<file path="src/rtl/prm_edge_pkg.sv">
// Shared types and sizing for the PRM edge scan collector.
// Defaults, sweep state encoding and word-index width derivation.
package prm_edge_pkg;

    localparam int PRM_CODE_W = 15;
    localparam int PRM_WORD_W = 32;

    typedef enum logic [1:0] {
        IDLE  = 2'd0,
        SCAN  = 2'd1,
        DRAIN = 2'd2
    } scan_state_t;

    // Enough bits to number every word of a full 2^code_w sweep.
    function automatic int prm_idx_w(input int code_w, input int word_w);
        return code_w + 1 - $clog2(word_w);
    endfunction

endpackage

</file>
<file path="src/rtl/prm_edge_scan_collector.sv">
// Sweeps edge codes across an external obstacle checker and packs
// the per-code results into occupancy words on a valid/ready stream.
module prm_edge_scan_collector
    import prm_edge_pkg::*;
#(
    parameter int CODE_W = PRM_CODE_W,
    parameter int WORD_W = PRM_WORD_W,
    localparam int IDX_W = prm_idx_w(CODE_W, WORD_W)
) (
    input  logic              clk,
    input  logic              rst,
    input  logic              start,
    input  logic [CODE_W-1:0] base_code,
    input  logic [CODE_W:0]   count,
    input  logic              abort,
    output logic [CODE_W-1:0] chk_code,
    input  logic              chk_mask,
    output logic              out_valid,
    input  logic              out_ready,
    output logic [WORD_W-1:0] out_word,
    output logic [IDX_W-1:0]  out_idx,
    output logic              out_last,
    output logic              busy,
    output logic              done
);

    localparam int FILL_W = $clog2(WORD_W);
    localparam logic [FILL_W-1:0] FILL_LAST = FILL_W'(WORD_W - 1);
    localparam logic [CODE_W:0] REM_ONE = {{CODE_W{1'b0}}, 1'b1};
    localparam logic [CODE_W:0] REM_ZERO = '0;

    scan_state_t state_q;
    scan_state_t state_d;

    logic [CODE_W:0]   remaining;
    logic [FILL_W-1:0] fill;
    logic [WORD_W-1:0] acc;
    logic [WORD_W-1:0] acc_next;
    logic [IDX_W-1:0]  word_idx;

    logic launch;
    logic kill;
    logic issue;
    logic complete;
    logic last_issue;
    logic xfer;
    logic done_d;

    assign busy = (state_q != IDLE);

    // Sweep state register.
    always_ff @(posedge clk or posedge rst) begin
        if (rst) begin
            state_q <= IDLE;
        end else begin
            state_q <= state_d;
        end
    end

    // Next state and per-cycle control: launch, issue, stall, finish, kill.
    always_comb begin
        state_d    = state_q;
        launch     = 1'b0;
        kill       = 1'b0;
        issue      = 1'b0;
        complete   = 1'b0;
        last_issue = 1'b0;
        done_d     = 1'b0;
        xfer       = out_valid && out_ready;
        unique case (state_q)
            IDLE: begin
                if (start) begin
                    if (count != REM_ZERO) begin
                        launch  = 1'b1;
                        state_d = SCAN;
                    end else begin
                        done_d = 1'b1;
                    end
                end
            end
            SCAN: begin
                if (abort) begin
                    kill    = 1'b1;
                    state_d = IDLE;
                end else begin
                    last_issue = (remaining == REM_ONE);
                    complete   = (fill == FILL_LAST) || last_issue;
                    // A completing issue waits for the output slot to free up.
                    issue = !(complete && out_valid && !out_ready);
                    if (issue && last_issue) begin
                        state_d = DRAIN;
                    end
                end
            end
            DRAIN: begin
                if (abort) begin
                    kill    = 1'b1;
                    state_d = IDLE;
                end else if (xfer) begin
                    done_d  = 1'b1;
                    state_d = IDLE;
                end
            end
            default: begin
                state_d = IDLE;
            end
        endcase
    end

    // Accumulator with this cycle's checker result merged in.
    always_comb begin
        acc_next       = acc;
        acc_next[fill] = chk_mask;
    end

    // Datapath: code counter, packing accumulator and output register.
    always_ff @(posedge clk or posedge rst) begin
        if (rst) begin
            chk_code  <= '0;
            remaining <= '0;
            fill      <= '0;
            acc       <= '0;
            word_idx  <= '0;
            out_valid <= 1'b0;
            out_word  <= '0;
            out_idx   <= '0;
            out_last  <= 1'b0;
            done      <= 1'b0;
        end else begin
            done <= done_d;
            if (launch) begin
                chk_code  <= base_code;
                remaining <= count;
                fill      <= '0;
                acc       <= '0;
                word_idx  <= '0;
            end else if (kill) begin
                out_valid <= 1'b0;
            end else begin
                if (xfer) begin
                    out_valid <= 1'b0;
                end
                if (issue) begin
                    chk_code  <= chk_code + 1'b1;
                    remaining <= remaining - 1'b1;
                    if (complete) begin
                        out_word  <= acc_next;
                        out_idx   <= word_idx;
                        out_last  <= last_issue;
                        out_valid <= 1'b1;
                        word_idx  <= word_idx + 1'b1;
                        acc       <= '0;
                        fill      <= '0;
                    end else begin
                        acc  <= acc_next;
                        fill <= fill + 1'b1;
                    end
                end
            end
        end
    end

endmodule
</file>
<file path="config.mk">
export PLATFORM = sky130hd
export DESIGN_NAME = prm_edge_scan_collector
export DESIGN_NICKNAME = d
export VERILOG_FILES = /design/src/rtl/prm_edge_pkg.sv /design/src/rtl/prm_edge_scan_collector.sv
export SDC_FILE = /design/constraint.sdc
export NUM_CORES = 1
export LEC_CHECK = 0
export BUFFER_PORTS_ARGS = -buffer_cell sky130_fd_sc_hd__buf_2
export CAP_MARGIN = 15
export CORE_MARGIN = 2
export CORE_UTILIZATION = 45
export DETAILED_ROUTE_END_ITERATION = 7
export PLACE_DENSITY = 0.71
export SKIP_LAST_GASP = 1
export SYNTH_ARGS = -nofsm -noshare
export SYNTH_HDL_FRONTEND = slang
export SYNTH_SLANG_ARGS = --single-unit
export TNS_END_PERCENT = 20
</file>
<file path="constraint.sdc">
create_clock -name clk -period 5.1 [get_ports clk]
set_input_delay 0.51 -clock clk [delete_from_list [all_inputs] [get_ports clk]]
set_output_delay 0.51 -clock clk [all_outputs]
set_load 0.01 [all_outputs]
</file>
==> results of run 1 <==
==> per-stage QoR <==
stage | setup WS, ns | hold slack (ns) | area [sq um] | util, %
final | 2.05 | 0.292 | 7730 | 55.3
after global routing | 1.79 | 0.303 | 7730 | 55.3
after CTS | 1.63 | 0.286 | 7720 | 55.2
after detailed placement | 1.65 | 0.484 | 7080 | 50.6
after global placement | 1.83 | 0.455 | 7080 | 50.6
after floorplan | 1.21 | 0.443 | 6480 | -
==> power groups by stage <==
| stage | registers [mW] | logic [mW] | clock network (mW) |
|---|---|---|---|
| 2_1_floorplan | 1.31 | 0.653 | 0 |
| 3_3_place_gp | 1.30 | 0.880 | 0 |
| 3_5_place_dp | 1.31 | 0.912 | 0 |
| 4_1_cts | 1.30 | 0.921 | 1.35 |
| 5_1_grt | 1.32 | 1.04 | 1.39 |
| 6_report | 1.30 | 0.929 | 1.33 |
==> worst max-delay path by stage <==
stage	end	slack, ns	cells past startpoint
after floorplan	acc[0]	1.21	1
after global placement	acc[9]	1.83	6
after detailed placement	acc[10]	1.65	6
after CTS	acc[22]	1.63	6
after global routing	acc[22]	1.79	8
final	acc[22]	2.05	8
==> cells by family after synthesis <==
logic type	Yosys count	share of synthesized area [%]
buf+inv	73	4.71
mux	45	7.18
xor+xnor	39	5.27
simple gates	202	15.3
fa+ha+maj	12	2.32
compound gates	177	16.2
flops	127	49.0
==> cell type report <==
type | count | area share [%]
sequential | 127 | 41.1
multi-input combinational | 475 | 38.9
timing repair buffer | 106 | 7.21
clock buffer | 20 | 5.90
tap | 180 | 2.91
clock inverter | 11 | 2.41
inverter | 31 | 1.54
==> worst max-delay path, stage by stage (launching register included) <==
cell,delay (ns)
dfrtp_1,0.43
ha_1,0.34
and3_1,0.24
ha_1,0.19
nor2_1,0.22
o21ai_2,0.19
nor2_2,0.79
nand2_4,0.29
o22ai_1,0.25
==> cells in the mapped netlist (all sizes together), types with 18 or more instances <==
cell type / number / area [sq um]
o22ai: 20 / 125
nand2: 41 / 164
clkbuf: 24 / 90.1
nand3: 29 / 150
mux2i: 33 / 330
a21oi: 76 / 380
o21ai: 42 / 214
inv: 31 / 116
dfrtp: 127 / 3180
buf: 18 / 98.8
xnor2: 37 / 324
nor2: 71 / 269
==> registers in the layout, indices dropped and copies added, names as in the netlist <==
signal     count
acc           32
out_word      32
remaining     16
chk_code      15
out_idx       11
word_idx      11
fill           5
state_q        2
done           1
out_last       1
out_valid      1
==> placed cells by master, fill, tap and decap left out, types with 8 or more instances in the layout <==
master,count
dfrtp_1,127
buf_2,98
a21oi_1,76
nor2_1,70
nand2_1,39
xnor2_1,37
mux2i_1,33
inv_1,30
nand3_1,28
o21ai_0,24
o22ai_1,20
o21ai_1,17
clkbuf_16,17
a22o_1,13
mux2_2,12
ha_1,12
nor3_1,11
a2111oi_0,9
a211oi_1,9
nand2b_1,8
==> routing by layer <==
layer,vias up,share of wire (%)
met4,0,2.0
met1,2554,45
met2,183,47
met3,26,5.8
li1,2560,-
met5,-,0
==> qor.tcl, run 1 <==
set qor(detailedPlacementHpwl_microns) 9870
set qor(avgSynthCellArea_sq_um) 9.60
set qor(fp.dieArea_sq_mm) 0.0154
set qor(total_congestion_overflow_after_global_routing) 0
set qor(first_pass_iters) 5
set qor(rsz0062_at_grt) {false}
set qor(ff_latch_area_sq_mm) 0.00318
set qor(synth.lib_cells_used.distinct) 52
set qor(r2r-start) {fill[0]}
set qor(p_clk_share_pct) 37.4
set qor(pin_count_of_the_biggest_net_entering_global_routing) 76
set qor(syn-num-nets) 724
set qor(comb_power_share_pct) 26.1
set qor(n_antenna_cell) 0
set qor(upper_clock_frequency_limit_mhz) 328
set qor(synth.ff_latch_count) 127
set qor(routed_wirelength_microns) 15000
set qor(period_share_pct) 59.7
set qor(setup.worst_path.start) {fill[0]}
set qor(portBuffers) 98
set qor(critical_path.reg2reg.endpoint) {acc[22]}
set qor(detail-route-antenna-nets) 0
set qor(cts_hold_buf) 0
set qor(die_h_microns) 124
set qor(grt_first_pass_wirelength_microns) 25300
set qor(met3_usage_pct) 5.31
set qor(run_status) {finished, final reports clean}
set qor(finalNetCount) 807
set qor(synthArstFlopShare_pct) 100
set qor(p_int_mw) 2.39
set qor(drt-wirelength-per-cell_microns) 15.8
set qor(clock_sinks) 127
set qor(hold_viol) 0
set qor(yosysSeqAreaShare_pct) 49.0
set qor(row_count) 43
set qor(multi_input_logic_area_sq_mm) 0.00301
set qor(cts.path.max_buffers) 2
set qor(post_cts_resize_count) 0
set qor(final_layout_size_suffix_gt1_share_pct) 21.8
set qor(cts-buffers-inserted) 17
set qor(peakVddDrop_uv) 302
set qor(coreArea_sq_mm) 0.0140
set qor(area_growth_pct) 19.3
set qor(worst-setup-path-type) {register to register}
set qor(via_per_inst) 5.60
set qor(finClkSkew_ns) 0.00779
set qor(globalRoute.busiestLayer) {met2}
set qor(worstSkewPairLatency_ns) 0.42
set qor(pwr-share-seq_pct) 36.5
set qor(post_cts_setup_inserts) 0
set qor(crit_fanout) 23
set qor(vias) 5323
set qor(fillCellCount) 1221
set qor(cp-end-kind) {register}
set qor(cts_max_level) 4
set qor(leakagePower_nw) 3.58
set qor(cts_tree) {yes}
set qor(rrSetupSlack_ns) 2.05
set qor(worst_pin_slew_ns) 0.997
set qor(cts.reportedPaths.clkPinSlew_ns) 0.06
set qor(power_switching_share_pct) 32.9
set qor(groute.layer.met1.usage_pct) 27.8
set qor(met2_capacity_usage_during_global_routing_pct) 33.4
set qor(cp_data_arrival_time_ns) 3.38
set qor(crit_required_ns) 5.43
set qor(worstRegToRegCells) 8
set qor(synth_edf_count) 0
set qor(clockRootBuffer) {clkbuf_16}
set qor(die-width_microns) 124
set qor(final_max_tran_viols) 0
set qor(detail_route.iter0.violations) 370
set qor(net-switching-power_mw) 1.17
set qor(gp_congestion) 0.846
set qor(post-layout-total-power_mw) 3.56
set qor(final.setup.tns_ns) 0
set qor(remaining_drc_errors) 0
set qor(numPlacedInstances) 918
set qor(period_minus_slack_ns) 3.05
set qor(max_cap_viols) 0
set qor(ioPinCount) 99
set qor(grt_pass1_vias) 5299
set qor(timing.critical_path.from_type) {register}
set qor(initial_utilization_pct) 46.3
set qor(relSlewSlack_pct) 33.4
set qor(yosys_most_used_dff) {dfrtp_1}
set qor(power_density_mw_per_mm2) 460
set qor(report.final.setup_viol) 0
set qor(finalNonFillerCells) 950
set qor(ys.warnings.count) 0
set qor(worst_hold_path_type) {input port to asynchronous set/reset pin}
set qor(syn_inst) 675
set qor(synth_area_sq_mm) 0.00648
set qor(gr-usage-all-layers_pct) 21.1
set qor(number_of_antenna_violations_at_the_first_check_in_global_routing) 0
Power figures use the tool's default switching activity.
==> run 2: changes to the inputs <==
--- a/config.mk
+++ b/config.mk
@@ -10,7 +10,7 @@
 export CORE_MARGIN = 2
 export CORE_UTILIZATION = 45
 export DETAILED_ROUTE_END_ITERATION = 7
-export PLACE_DENSITY = 0.71
+export PLACE_DENSITY = 0.73
 export SKIP_LAST_GASP = 1
 export SYNTH_ARGS = -nofsm -noshare
 export SYNTH_HDL_FRONTEND = slang
==> constraint.sdc (replaced) <==
create_clock -name clk -period 2.55 [get_ports clk]
set_input_delay 0.255 -clock clk [delete_from_list [all_inputs] [get_ports clk]]
set_output_delay 0.255 -clock clk [all_outputs]
set_load 0.01 [all_outputs]
==> run 2 against run 1 <==
The run now ends with setup timing left; worst setup slack got worse by 2.2 ns; cell count is 3.3% higher; core utilization is 2.8 points higher; highest routed layer unchanged.
==> qor.tcl, run 2 (synthesized netlist as in run 1, its figures left out) <==
set qor(timing.critical_path.from_type) {register} ;# unchanged
set qor(fp.dieArea_sq_mm) 0.0154 ;# unchanged
set qor(final.setup.tns_ns) -0.212 ;# was 0 ns
set qor(hold_viol) 0 ;# unchanged
set qor(biggestRegsByFlops) {acc x32, out_word x32, remaining x16} ;# unchanged
set qor(final_cell_mix) {dfrtp_1, buf_2, a21oi_1} ;# unchanged
set qor(row_count) 43 ;# unchanged
set qor(detail-route-antenna-nets) 0 ;# unchanged
set qor(grt_pass1_vias) 5159 ;# was 5299
set qor(crit_required_ns) 2.84 ;# was 5.43 ns
set qor(detailedPlacementHpwl_microns) 10400 ;# was 9870 microns
set qor(place_worst_setup_slack_ns) -0.0596 ;# was 1.65 ns
set qor(final_layout_size_suffix_gt1_share_pct) 26.0 ;# was 21.8%
set qor(utilization_pct) 58.1 ;# was 55.3%
set qor(worst_hold_path_type) {input port to register} ;# was input port to asynchronous set/reset pin
set qor(coreArea_sq_mm) 0.0140 ;# unchanged
set qor(finalNetCount) 837 ;# was 807
set qor(detail_route.iter0.violations) 412 ;# was 370
set qor(relSlewSlack_pct) 53.0 ;# was 33.4%
set qor(report.final.setup_viol) 5 ;# was 0
set qor(cts.path.max_buffers) 2 ;# unchanged
set qor(pin_count_of_the_biggest_net_entering_global_routing) 52 ;# was 76
set qor(die-width_microns) 124 ;# unchanged
set qor(final_max_tran_viols) 0 ;# unchanged
set qor(remaining_drc_errors) 0 ;# unchanged
set qor(max_cap_viols) 0 ;# unchanged
set qor(peakVddDrop_uv) 929 ;# was 302 uV
set qor(gp_congestion) 0.813 ;# was 0.846
set qor(routed_wirelength_microns) 15800 ;# was 15000 microns
set qor(r2r-start) {remaining[13]} ;# was fill[0]
set qor(area_growth_pct) 25.4 ;# was 19.3%
set qor(die_h_microns) 124 ;# unchanged
set qor(upper_clock_frequency_limit_mhz) 373 ;# was 328 MHz
set qor(portBuffers) 98 ;# unchanged
set qor(worst-setup-path-type) {register to register} ;# unchanged
set qor(cts_tree) {yes} ;# unchanged
set qor(power_density_mw_per_mm2) 910 ;# was 460 mW/mm^2
set qor(drt-wirelength-per-cell_microns) 16.2 ;# was 15.8 microns
set qor(n_antenna_cell) 0 ;# unchanged
set qor(gr-usage-all-layers_pct) 21.6 ;# was 21.1%
set qor(cp_data_arrival_time_ns) 2.97 ;# was 3.38 ns
set qor(worst_pin_slew_ns) 0.704 ;# was 0.997 ns
set qor(rrSetupSlack_ns) -0.13 ;# was 2.05 ns
set qor(leakagePower_nw) 3.76 ;# was 3.58 nW
set qor(worstRegToRegCells) 8 ;# unchanged
set qor(worst_setup_path_endpoint) {chk_code[1]} ;# was acc[22]
set qor(total_congestion_overflow_after_global_routing) 0 ;# unchanged
set qor(period_minus_slack_ns) 2.68 ;# was 3.05 ns
set qor(violations) {setup timing}
set qor(number_of_antenna_violations_at_the_first_check_in_global_routing) 0 ;# unchanged
set qor(worstSkewPairLatency_ns) 0.42 ;# about the same
set qor(grt_first_pass_wirelength_microns) 25600 ;# was 25300 microns
set qor(clockRootBuffer) {clkbuf_16} ;# unchanged
set qor(layout_setup_ws_ns) -0.133 ;# was 2.05 ns
set qor(cts_max_level) 4 ;# unchanged
set qor(period_share_pct) 105 ;# was 59.7%
set qor(cp-end-kind) {register} ;# unchanged
set qor(vias) 5345 ;# was 5323
set qor(run_status) {complete, but fails checks} ;# was finished, final reports clean
set qor(cts.reportedPaths.clkPinSlew_ns) 0.06 ;# about the same
set qor(cts-buffers-inserted) 17 ;# unchanged
set qor(finClkSkew_ns) 0.00759 ;# was 0.00779 ns
set qor(ioPinCount) 99 ;# unchanged
set qor(setup.worst_path.start) {remaining[13]} ;# was fill[0]
set qor(first_pass_iters) 5 ;# unchanged
set qor(via_per_inst) 5.45 ;# was 5.60
set qor(layout.cells.most_common) {dfrtp_1} ;# unchanged
set qor(crit_fanout) 6 ;# was 23
set qor(critical_path.reg2reg.endpoint) {chk_code[1]} ;# was acc[22]
set qor(rsz0062_at_grt) {true} ;# was false
set qor(initial_utilization_pct) 46.3 ;# unchanged
set qor(clock_sinks) 127 ;# unchanged
## run 2: cell count changes in the layout (fill, tap and decap cells not counted), moves of 2 or more
cell       change
a2111oi_0      -3
a2111oi_1      +3
buf_12         +9
buf_4         +19
clkbuf_8       -2
clkinv_2       -2
clkinv_4       +4
inv_6          +3
o21ai_1        -6
o21ai_2        +6
## run 2: what timing repair did
action | CTS | global route
buffers inserted | 0 | 5
hold buffers | 1 | 0
hold endpoints to repair | 29 | 0
pin swaps | 0 | 3
setup endpoints to repair | 31 | 58
resized for setup | 3 | 13
gates cloned | 0 | 2
## run 2: area by class of cell
type                    instances  area [sq um]
well taps                     180           225
inverters                      31           120
flip-flops and latches        127          3180
fillers                      1200          5860
multi-input cells             476          3070
clock buffers                  17           425
repair buffers                135           901
clock inverters                15           208
## run 2: layer usage
| metal | vias to the layer above | GRT usage, % | part of all wire [%] |
|---|---|---|---|
| li1 | 2611 | - | - |
| met1 | 2563 | 28.4 | 45 |
| met2 | 149 | 34.9 | 49 |
| met3 | 22 | 5.40 | 4.7 |
| met4 | 0 | 7.02 | 1.6 |
| met5 | - | 0 | 0 |
## run 2: through the flow
step	power, mW	cells	instance area [sq um]	hold WS, ns
2_1_floorplan	3.93	675	6480	0.372
3_3_place_gp	4.58	941	7360	0.408
3_5_place_dp	4.63	941	7360	0.416
4_1_cts	7.29	974	8030	0.0284
5_1_grt	7.81	981	8130	0.0588
6_report	7.40	981	8130	0.0370
## run 2: worst min-delay path by stage
stage	from	end	cells after the start
after floorplan	base_code[11]	chk_code[11]	2
after global placement	rst	acc[29]	2
after detailed placement	rst	out_last	2
after CTS	base_code[11]	chk_code[11]	3
after global routing	base_code[7]	chk_code[7]	3
final	base_code[11]	chk_code[11]	3
## run 2: where the power goes
| group | internal [mW] | switching [mW] |
|---|---|---|
| combinational | 0.914 | 1.30 |
| sequential | 2.30 | 0.280 |
| clock | 1.65 | 0.961 |
| total | 4.86 | 2.54 |
## run 2: worst max-delay path, stage by stage, from the launching register on
cell and delay, ns:
dfrtp_1 0.39, or4_4 0.54, or4b_4 0.54, o21ai_4 0.24
buf_12 0.15, buf_4 0.10, nand2_2 0.09, mux2i_1 0.16
o21ai_0 0.34
